--- src/rtl/dmem_pkg.sv ---
// Shared types and helpers for the multi-cycle data-memory responder.
package dmem_pkg;

  localparam int DEF_DEPTH = 64;
  localparam int DEF_LAT   = 2;

  typedef enum logic [1:0] {
    ST_IDLE = 2'd0,
    ST_WAIT = 2'd1,
    ST_RESP = 2'd2
  } state_e;

  // Word index of a byte address; upper bits drop out so addresses wrap.
  function automatic logic [31:0] word_index(input logic [31:0] addr, input int aw);
    return (addr >> 2) & ((32'd1 << aw) - 32'd1);
  endfunction

endpackage

--- src/rtl/dmem_responder_if.sv ---
// Load/store port between the pipeline MEM stage (master) and the responder (slave).
interface dmem_responder_if;
  // A request transfers on a rising edge where req_valid and req_ready are both
  // high; the requester holds its request until then. resp_valid is a single-cycle
  // pulse with no back-pressure, and resp_rdata/resp_err are meaningful only with it.
  logic        req_valid;
  logic        req_write;
  logic [31:0] req_addr;
  logic [31:0] req_wdata;
  logic        req_ready;
  logic        resp_valid;
  logic [31:0] resp_rdata;
  logic        resp_err;

  modport master (
    output req_valid, req_write, req_addr, req_wdata,
    input  req_ready, resp_valid, resp_rdata, resp_err
  );

  modport slave (
    input  req_valid, req_write, req_addr, req_wdata,
    output req_ready, resp_valid, resp_rdata, resp_err
  );
endinterface

--- src/rtl/dmem_array.sv ---
// Word storage: synchronous write, registered read, contents not reset.
module dmem_array #(
  parameter int DEPTH = 64,
  parameter int AW    = 6
) (
  input  logic          clk,
  input  logic          we,
  input  logic [AW-1:0] waddr,
  input  logic [31:0]   wdata,
  input  logic [AW-1:0] raddr,
  output logic [31:0]   rdata
);

  logic [31:0] mem [DEPTH];

  always_ff @(posedge clk) begin
    if (we) mem[waddr] <= wdata;
    rdata <= mem[raddr];
  end

endmodule

--- src/rtl/dmem_responder.sv ---
// Fixed-latency data-memory responder for the MEM stage.
// Define DMEM_WBUF_EN to add a one-entry posted write buffer with load forwarding.
module dmem_responder
  import dmem_pkg::*;
#(
  parameter int DEPTH = DEF_DEPTH,
  parameter int LAT   = DEF_LAT
) (
  input  logic            clk,
  input  logic            reset,
  dmem_responder_if.slave bus,
  output logic            busy,
  output logic [1:0]      dbg_state
);

  localparam int AW = $clog2(DEPTH);
  localparam logic [3:0] LAT_M1 = 4'(LAT - 1);
  localparam logic [3:0] LAT_M2 = (LAT >= 2) ? 4'(LAT - 2) : 4'd0;

  state_e        state_q, state_d;
  logic [3:0]    cnt_q, cnt_d;
  logic [AW-1:0] addr_q, addr_d;
  logic          write_q, write_d, mis_q, mis_d;
  logic          rsel_q, rsel_d, err_q, err_d;
  logic [31:0]   fwd_q, fwd_d;

  logic          acc, req_mis, buf_acc, fwd_hit;
  logic [AW-1:0] req_idx;
  logic          cm_en, cm_write, cm_mis;
  logic [AW-1:0] cm_idx;
  logic [31:0]   fwd_src;
  logic          arr_we;
  logic [AW-1:0] arr_waddr;
  logic [31:0]   arr_wdata, arr_rdata;

  assign req_idx = AW'(word_index(bus.req_addr, AW));
  assign req_mis = |bus.req_addr[1:0];
  assign acc     = bus.req_valid && bus.req_ready;

  // The commit edge is where the array is touched: the accepting edge when LAT=1,
  // otherwise the WAIT edge on which the counter has reached zero.
  always_comb begin
    if (LAT == 1) begin
      cm_en    = acc && !buf_acc;
      cm_write = bus.req_write;
      cm_mis   = req_mis;
      cm_idx   = req_idx;
    end else begin
      cm_en    = (state_q == ST_WAIT) && (cnt_q == 4'd0);
      cm_write = write_q;
      cm_mis   = mis_q;
      cm_idx   = addr_q;
    end
  end

`ifdef DMEM_WBUF_EN
  logic          wb_valid_q, wb_valid_d, wb_drain;
  logic [AW-1:0] wb_idx_q, wb_idx_d;
  logic [31:0]   wb_data_q, wb_data_d;
  logic [3:0]    wb_cnt_q, wb_cnt_d;

  assign buf_acc       = acc && bus.req_write && !req_mis;
  assign wb_drain      = wb_valid_q && (wb_cnt_q == 4'd0);
  assign fwd_hit       = wb_valid_q && (wb_idx_q == cm_idx);
  assign fwd_src       = wb_data_q;
  assign bus.req_ready = (state_q != ST_WAIT) && !(wb_valid_q && bus.req_write);
  assign busy          = (state_q != ST_IDLE) || wb_valid_q;
  assign arr_we        = wb_drain;
  assign arr_waddr     = wb_idx_q;
  assign arr_wdata     = wb_data_q;

  always_comb begin
    wb_valid_d = wb_valid_q;
    wb_idx_d   = wb_idx_q;
    wb_data_d  = wb_data_q;
    wb_cnt_d   = wb_cnt_q;
    if (wb_drain) wb_valid_d = 1'b0;
    else if (wb_valid_q) wb_cnt_d = wb_cnt_q - 4'd1;
    if (buf_acc) begin
      wb_valid_d = 1'b1;
      wb_idx_d   = req_idx;
      wb_data_d  = bus.req_wdata;
      wb_cnt_d   = LAT_M1;
    end
  end

  always_ff @(posedge clk or posedge reset) begin
    if (reset) begin
      wb_valid_q <= 1'b0;
      wb_idx_q   <= '0;
      wb_data_q  <= '0;
      wb_cnt_q   <= '0;
    end else begin
      wb_valid_q <= wb_valid_d;
      wb_idx_q   <= wb_idx_d;
      wb_data_q  <= wb_data_d;
      wb_cnt_q   <= wb_cnt_d;
    end
  end
`else
  logic [31:0] wdata_q, wdata_d;

  assign wdata_d       = acc ? bus.req_wdata : wdata_q;
  assign buf_acc       = 1'b0;
  assign fwd_hit       = 1'b0;
  assign fwd_src       = '0;
  assign bus.req_ready = (state_q != ST_WAIT);
  assign busy          = (state_q != ST_IDLE);
  assign arr_we        = cm_en && cm_write && !cm_mis;
  assign arr_waddr     = cm_idx;
  assign arr_wdata     = (LAT == 1) ? bus.req_wdata : wdata_q;

  always_ff @(posedge clk or posedge reset) begin
    if (reset) wdata_q <= '0;
    else       wdata_q <= wdata_d;
  end
`endif

  always_comb begin
    state_d = state_q;
    cnt_d   = cnt_q;
    addr_d  = addr_q;
    write_d = write_q;
    mis_d   = mis_q;
    rsel_d  = 1'b0;
    err_d   = 1'b0;
    fwd_d   = '0;
    case (state_q)
      ST_IDLE, ST_RESP: begin
        state_d = ST_IDLE;
        if (acc) begin
          addr_d  = req_idx;
          write_d = bus.req_write;
          mis_d   = req_mis;
          if (buf_acc || LAT == 1) begin
            state_d = ST_RESP;
          end else begin
            state_d = ST_WAIT;
            cnt_d   = LAT_M2;
          end
        end
      end
      ST_WAIT: begin
        if (cnt_q == 4'd0) state_d = ST_RESP;
        else               cnt_d   = cnt_q - 4'd1;
      end
      default: state_d = ST_IDLE;
    endcase
    // Response fields are only ever set on the edge that enters RESP with a commit.
    if (cm_en) begin
      err_d  = cm_mis;
      rsel_d = !cm_write && !cm_mis && !fwd_hit;
      if (!cm_write && !cm_mis && fwd_hit) fwd_d = fwd_src;
    end
  end

  always_ff @(posedge clk or posedge reset) begin
    if (reset) begin
      state_q <= ST_IDLE;
      cnt_q   <= '0;
      addr_q  <= '0;
      write_q <= 1'b0;
      mis_q   <= 1'b0;
      rsel_q  <= 1'b0;
      err_q   <= 1'b0;
      fwd_q   <= '0;
    end else begin
      state_q <= state_d;
      cnt_q   <= cnt_d;
      addr_q  <= addr_d;
      write_q <= write_d;
      mis_q   <= mis_d;
      rsel_q  <= rsel_d;
      err_q   <= err_d;
      fwd_q   <= fwd_d;
    end
  end

  dmem_array #(.DEPTH(DEPTH), .AW(AW)) u_array (
    .clk   (clk),
    .we    (arr_we),
    .waddr (arr_waddr),
    .wdata (arr_wdata),
    .raddr (cm_idx),
    .rdata (arr_rdata)
  );

  assign bus.resp_valid = (state_q == ST_RESP);
  assign bus.resp_err   = err_q;
  assign bus.resp_rdata = (rsel_q ? arr_rdata : 32'd0) | fwd_q;
  assign dbg_state      = state_q;

endmodule

--- src/flat_wrapper.sv ---
// flat-port wrapper written by rule: the top's interface ports become plain ports
module dmem_responder_flat import dmem_pkg::*;
#(
  parameter int DEPTH = DEF_DEPTH,
  parameter int LAT   = DEF_LAT
)
  (clk, reset, busy, dbg_state, bus_req_valid, bus_req_write, bus_req_addr, bus_req_wdata, bus_req_ready, bus_resp_valid, bus_resp_rdata, bus_resp_err);
  dmem_responder_if bus_i ();
  input  logic clk;
  input  logic reset;
  output logic busy;
  output logic [1:0] dbg_state;
  input wire logic [$bits(bus_i.req_valid)-1:0] bus_req_valid;
  input wire logic [$bits(bus_i.req_write)-1:0] bus_req_write;
  input wire logic [$bits(bus_i.req_addr)-1:0] bus_req_addr;
  input wire logic [$bits(bus_i.req_wdata)-1:0] bus_req_wdata;
  output wire logic [$bits(bus_i.req_ready)-1:0] bus_req_ready;
  output wire logic [$bits(bus_i.resp_valid)-1:0] bus_resp_valid;
  output wire logic [$bits(bus_i.resp_rdata)-1:0] bus_resp_rdata;
  output wire logic [$bits(bus_i.resp_err)-1:0] bus_resp_err;
  assign bus_i.req_valid = bus_req_valid;
  assign bus_i.req_write = bus_req_write;
  assign bus_i.req_addr = bus_req_addr;
  assign bus_i.req_wdata = bus_req_wdata;
  assign bus_req_ready = bus_i.req_ready;
  assign bus_resp_valid = bus_i.resp_valid;
  assign bus_resp_rdata = bus_i.resp_rdata;
  assign bus_resp_err = bus_i.resp_err;
  dmem_responder #(.DEPTH(DEPTH), .LAT(LAT)) u_core (.clk(clk), .reset(reset), .bus(bus_i), .busy(busy), .dbg_state(dbg_state));
endmodule
--- config.mk ---
export PLATFORM = sky130hd
export DESIGN_NAME = dmem_responder_flat
export DESIGN_NICKNAME = d
export VERILOG_FILES = /design/src/rtl/dmem_pkg.sv /design/src/rtl/dmem_responder_if.sv /design/src/rtl/dmem_array.sv /design/src/rtl/dmem_responder.sv /design/src/flat_wrapper.sv
export SDC_FILE = /design/constraint.sdc
export NUM_CORES = 2
export LEC_CHECK = 0
export CAP_MARGIN = 0
export CORE_MARGIN = 5
export CORE_UTILIZATION = 46
export CTS_CLUSTER_SIZE = 28
export DETAILED_ROUTE_END_ITERATION = 10
export GPL_TIMING_DRIVEN = 1
export MAX_ROUTING_LAYER = met4
export PLACE_DENSITY_LB_ADDON = 0.15
export SYNTH_ARGS = -nofsm -noshare
export SYNTH_HDL_FRONTEND = slang
export SYNTH_HIERARCHICAL = 1
export SYNTH_SLANG_ARGS = --single-unit
export TNS_END_PERCENT = 1
--- constraint.sdc ---
create_clock -name clk -period 10 [get_ports clk]
set_input_delay 1.5 -clock clk [delete_from_list [all_inputs] [get_ports clk]]
set_output_delay 1.5 -clock clk [all_outputs]
set_load 0.03 [all_outputs]
### Yosys cells after proc, flatten, opt, wreduce, memory -nomap -nowiden

Memory sizes are Yosys's and may differ from the RTL's. A register that Yosys moved wholly into a read port is not among the register bits.
Index checks and enable logic that the tools add are counted.

| word-level totals | value |
|---|---|
| flip-flop bits (word level) | 48 |
| memory bits (writable) | 2048 |
| bits of input ports | 68 |
| output and inout port bits | 38 |
| logic and storage cells | 42 |
| memories kept | 1 |

| operators by class | value |
|---|---|
| $add $sub $neg | 1 |
| eq/ne operators | 6 |
| multiplexer cells | 11 |
| reduce and logical (&&, ||, !) cells | 15 |

Memory list:

| memory | words | width | rd ports | clocked after memory_dff | write ports | RTL line | source |
|---|---|---|---|---|---|---|---|
| u_core.u_array.mem | 64 | 32 | 1 | 1 | 1 | dmem_array.sv:14 | `logic [31:0] mem [DEPTH];` |

Operator list:

| operator | count |
|---|---|
| 32-bit two-way mux | 1 |
| 4-bit two-way mux | 2 |
| 4-bit case mux with 2 select lines | 1 |
| 1-bit logical AND | 5 |
| 1-bit two-way mux | 5 |
| 4-bit logical NOT | 1 |
| 2-bit by 1-bit inequality test with 1-bit output, second input constant | 2 |
| 2-bit inequality test, second input constant | 2 |
| 2-bit case mux with 2 select lines | 1 |
| 2-bit nonzero test | 2 |
| 2-bit OR reduction | 2 |
| 4-bit by 1-bit subtractor with 4-bit output, second input constant | 1 |
| 3-bit AND reduction | 1 |
| 2-bit by 1-bit == test with 1-bit output, second input constant | 1 |
| 2-bit == test, second input constant | 1 |
| 1-bit logical NOT | 2 |
| 2-bit logical NOT | 1 |
| 2-bit two-way mux | 1 |
| 2-bit AND reduction | 1 |

### Longest topological paths before layout

| depth | value |
|---|---|
| depth after elaboration | 6 |
| mapped depth | 10 |
| gate-level depth less buffers | 8 |

### Hierarchy

The synthesis kept the hierarchy.

Modules (own cells, without submodules):

| module | instances | cells each | area each (sq um) | sequential area each (sq um) |
|---|---|---|---|---|
| dmem_array | 1 | 3324 | 78515.3 | 62139.6 |
| dmem_responder | 1 | 175 | 2273.4 | 1201.2 |

### Worst setup path after synthesis

Ideal clock, no wire load.

| timing | value |
|---|---|
| kind | reg2reg |
| start point | register u_core.cnt_q[0] |
| end point | memory u_core.u_array.mem[48][0], enable pin |
| library setup time | 0.461 ns |
| arrival time | 3.996 ns |
| required time | 9.539 ns |
| slack | 5.543 ns |
| cell stages (with the launch flop) | 9 |
| path buffers | 0 |
| period minus slack after synthesis | 4.457 ns |
| cells stage by stage | dfrtp_1 -> inv_1 -> ha_1 -> nor3b_2 -> nand2_1 -> nor3b_1 -> nor2b_1 -> nand4b_1 -> nor3_1 |

| between the ends | value |
|---|---|
| longest elaborated chain between the ends | 6 |

Ends and longest elaborated chain:

| item | RTL line | source |
|---|---|---|
| start, declared | dmem_responder.sv:21 | `logic [3:0] cnt_q, cnt_d;` |
| start signal, assigned | dmem_responder.sv:169 | `cnt_q <= cnt_d;` |
| 4-bit logical NOT | dmem_responder.sv:49 | `cm_en = (state_q == ST_WAIT) && (cnt_q == 4'd0);` |
| 1-bit logical AND | dmem_responder.sv:49 |  |
| 1-bit logical AND (2 in series) | dmem_responder.sv:109 | `assign arr_we = cm_en && cm_write && !cm_mis;` |
| named net u_core.arr_we | dmem_responder.sv:32 | `logic arr_we;` |
| 1-bit two-way mux | dmem_array.sv:17 | `if (we) mem[waddr] <= wdata;` |
| 1-bit two-way mux (not written as such) | dmem_array.sv:17 |  |
| end, declared | dmem_array.sv:14 |  |

The timed path passes the listed nets, and every way through them passes these cells.

### Worst setup path after layout

| timing | value |
|---|---|
| start point | register u_core.addr_q[2] |
| end point | memory u_core.u_array.mem[20][8], enable pin |

RTL lines:

| item | RTL line | source |
|---|---|---|
| start, declared | dmem_responder.sv:22 | `logic [AW-1:0] addr_q, addr_d;` |
| start signal, assigned | dmem_responder.sv:170 | `addr_q <= addr_d;` |

Straight into the memory's write port.

==> results.sh <==
export IMPL_run_status="completed"
export IMPL_clock_tree_htree_level_count=4
export IMPL_hold_worst_slack_ns=0.450
export IMPL_dieHeight_um=429
export IMPL_path_class="reg2reg"
export IMPL_synthDistinctLibCells=50
export IMPL_timing_critical_path_from_type="flip-flop"
export IMPL_routed_wire_length_per_instance_um=33.1
export IMPL_drt_iter0_drc=4272
export IMPL_netlist_area_sq_um=80800
export IMPL_synth_seq_cells=2128
export IMPL_grt_first_pass_wirelength_um=293000
export IMPL_pin_count_of_the_biggest_net_entering_global_routing=100
export IMPL_clock_latency_ns=0.84
export IMPL_cts_hold_buffers=0
export IMPL_antenna_found_initial=11
export IMPL_finalCriticalPeriod_ns=4.41
export IMPL_switchingPower_mw=8.76
export IMPL_post_cts_setup_buffer_count=0
export IMPL_synthesis_instances=3499
export IMPL_top_achievable_clock_speed_ghz=0.227
export IMPL_via_count=37400
export IMPL_clock_skew_final_ns=0.0290
export IMPL_critPathMaxFanout=38
export IMPL_area_delta_synth_final_pct=13.6
export IMPL_intPower_mw=18.5
export IMPL_timing_critical_path_to_type="flip-flop"
export IMPL_drt_vias_per_instance=6.00
export IMPL_pwr_share_clk_pct=28.0
export IMPL_stdcell_count=6245
export IMPL_number_of_antenna_violating_nets_in_the_routed_design=0
export IMPL_register_area_sq_um=63400
export IMPL_hold_viol_final=0
export IMPL_vdd_drop_max_uv=334
export IMPL_cts_root_buf="sky130_fd_sc_hd__clkbuf_16"
export IMPL_ioPinCount=106
export IMPL_first_global_vias=38200
export IMPL_power_static_leakage_nw=28.3
export IMPL_grt_overflow_total=0
export IMPL_cts_sinks=2128
export IMPL_tritoncts_clock_tree="done"
export IMPL_port_buffer_count=81
export IMPL_synth_nets=3568
export IMPL_cts_repair_resize_count=0
export IMPL_power_density_nw_per_um2=298
export IMPL_row_count=153
export IMPL_drive_above_1_share_pct=28.2
export IMPL_synth_edff_count=2048
export IMPL_arrival_ns=4.90
export IMPL_drt_pre_antenna_iters=5
export IMPL_die_area_sq_um=184000
export IMPL_ys_warn_count=6
export IMPL_min_path_type="reg2reg"
export IMPL_initial_core_util_pct=46.4
export IMPL_cts_reportedPaths_clkPinSlew_ns=0.06
export IMPL_layout_nets=3805
export IMPL_core_sq_um=174000
export IMPL_drt_wl_total_um=207000
export IMPL_synthFlopType="sky130_fd_sc_hd__edfxtp_1"
export IMPL_route_detailed_drc=0
export IMPL_timing_max_cap_violations=0
export IMPL_place_detailed_instances=5845
export IMPL_p_comb_share_pct=28.4
export IMPL_report_final_slew_viol_count=0
export IMPL_finalSetupTns_ns=0
export IMPL_floorplan_die_width_um=429
export IMPL_n_fill_cell=13600
export IMPL_ys_seq_area_share_pct=78.4
export IMPL_sw_frac_of_total_pct=32.1
export IMPL_worst_ep_required_time_ns=10.49
export IMPL_sequentialPowerShare_pct=43.7
export IMPL_numCtsBuffers=214
export IMPL_setup_viol_count_final=0
export IMPL_syn_mean_instance_area_sq_um=23.1
export IMPL_ffs_w_async_s_r_synth_pct=2.26
export IMPL_layout_commonest_cell="sky130_fd_sc_hd__edfxtp_1"
export IMPL_gp_congestion=0.751
export IMPL_mostFrequentLayoutCells="sky130_fd_sc_hd__edfxtp_1, sky130_fd_sc_hd__mux4_2, sky130_fd_sc_hd__clkbuf_16, sky130_fd_sc_hd__buf_4, sky130_fd_sc_hd__mux2i_1"
export IMPL_worst_pin_slew_ns=1.25
export IMPL_period_utilization_pct=44.1
export IMPL_slew_headroom_pct=16.9
export IMPL_track_usage_pct=23.1
export IMPL_post_dp_hpwl_um=109000
export IMPL_unrepaired_setup_endpoints_after_global_routing="no"
export IMPL_footprint_of_the_multi_input_gates_sq_um=16900
export IMPL_cts_buffer_depth=3
-- worst paths after layout --
check	startpoint	endpoint	slack, ns	depth (start not counted)
max	u_core/addr_q[2]	u_core/u_array/mem[20][8]	5.59	6
max reg2reg	u_core/addr_q[2]	u_core/u_array/mem[20][8]	5.59	6
max in group asynchronous	reset	u_core/addr_q[2]	8.27	3
min in group asynchronous	reset	u_core/arr_wdata[28]	1.18	3
min reg2reg	u_core/cm_write	u_core/rsel_q	0.45	1
min	u_core/cm_write	u_core/rsel_q	0.45	1
-- metrics by stage --
stage	worst slack, ns	util [%]	cell area, sq um	total power, mW
finish	5.59	52.7	91800	27.3
global route	5.37	52.7	91800	28.4
CTS	5.53	52.7	91800	27.6
detailed placement	5.55	48.9	85100	20.0
global placement	5.57	48.9	85100	19.9
floorplan	5.54	-	80800	16.8
-- registers in the layout (all words and copies together) (netlist names) --
name                  flops
u_core/u_array/rdata     32
u_core/arr_wdata         32
u_core/dbg_state          2
u_core/u_array/mem     2048
u_core/cm_mis             1
u_core/cnt_q              4
u_core/addr_q             6
u_core/bus.resp_err       1
u_core/rsel_q             1
u_core/cm_write           1
-- synthesized netlist by cell type (5+ instances only) --
| library cell | instances | area share (%) |
|---|---|---|
| sky130_fd_sc_hd__buf_1 | 21 | 0.098 |
| sky130_fd_sc_hd__buf_2 | 58 | 0.36 |
| sky130_fd_sc_hd__a22oi_1 | 12 | 0.11 |
| sky130_fd_sc_hd__buf_4 | 26 | 0.24 |
| sky130_fd_sc_hd__mux4_2 | 544 | 15 |
| sky130_fd_sc_hd__nor2_1 | 138 | 0.64 |
| sky130_fd_sc_hd__edfxtp_1 | 2048 | 76 |
| sky130_fd_sc_hd__mux2i_1 | 94 | 1.2 |
| sky130_fd_sc_hd__dfrtp_1 | 48 | 1.5 |
| sky130_fd_sc_hd__nor2b_1 | 15 | 0.12 |
| sky130_fd_sc_hd__dfxtp_1 | 32 | 0.79 |
| sky130_fd_sc_hd__o22ai_1 | 84 | 0.65 |
| sky130_fd_sc_hd__buf_6 | 5 | 0.070 |
| sky130_fd_sc_hd__a311oi_1 | 8 | 0.087 |
| sky130_fd_sc_hd__o221ai_1 | 27 | 0.29 |
| sky130_fd_sc_hd__a21oi_1 | 63 | 0.39 |
| sky130_fd_sc_hd__inv_1 | 5 | 0.023 |
| sky130_fd_sc_hd__nand3b_1 | 5 | 0.046 |
| sky130_fd_sc_hd__nand2b_1 | 9 | 0.070 |
| sky130_fd_sc_hd__nand2_1 | 51 | 0.24 |
| sky130_fd_sc_hd__and3_1 | 5 | 0.039 |
| sky130_fd_sc_hd__mux2_4 | 30 | 0.56 |
| sky130_fd_sc_hd__and2_1 | 34 | 0.26 |
| sky130_fd_sc_hd__clkbuf_1 | 77 | 0.36 |
| sky130_fd_sc_hd__nor3_1 | 8 | 0.050 |
| sky130_fd_sc_hd__nand3_1 | 6 | 0.037 |
-- area by class of cell --
type / instances / area share [%]
clock inverter: 90 / 0.849
multi-input combinational: 1175 / 18.4
sequential: 2128 / 69.1
timing repair buffer: 211 / 2.03
tap: 2325 / 3.17
clock buffer: 307 / 6.39
inverter: 6 / 0.0300
antenna: 3 / 0.00818
-- per-layer routing --
layer	up-vias	share of wire [%]	track usage, %	routed length (um)
li1	15300	-	-	-
met1	20500	40	31.4	83200
met2	1340	51	37.7	105000
met3	260	6.8	3.23	14000
met4	0	2.2	5.19	4530
met5	-	0	-	0
-- power by group through the flow --
stage	Clock (mW)	Combinational, mW	Sequential (mW)
floorplan	0	4.60	12.2
global placement	0	7.82	12.1
detailed placement	0	7.89	12.1
CTS	7.78	7.90	11.9
global route	8.18	8.20	12.0
finish	7.64	7.75	11.9
-- kinds of logic (layout without fill, tap and decap cells) --
group / after synthesis / count (layout) / share of synthesized area, %
other: 0 / 3 / 0
adder cells (fa/ha/maj): 1 / 1 / 0.0155
flip-flops: 2128 / 2128 / 78.4
AND/OR/NAND/NOR: 296 / 296 / 1.76
multiplexers: 671 / 671 / 16.9
AO/OA/AOI/OAI: 207 / 207 / 1.66
buffers and inverters: 196 / 614 / 1.23
-- worst max-delay path, cell delays in order (launching register included) --
cell	delay, ns
sky130_fd_sc_hd__dfrtp_4	0.72
sky130_fd_sc_hd__buf_4	0.65
sky130_fd_sc_hd__buf_4	0.62
sky130_fd_sc_hd__nor2b_1	0.24
sky130_fd_sc_hd__nand2_1	0.43
sky130_fd_sc_hd__nor2_4	0.78
sky130_fd_sc_hd__buf_4	0.49
Power figures use the tool's default switching activity.
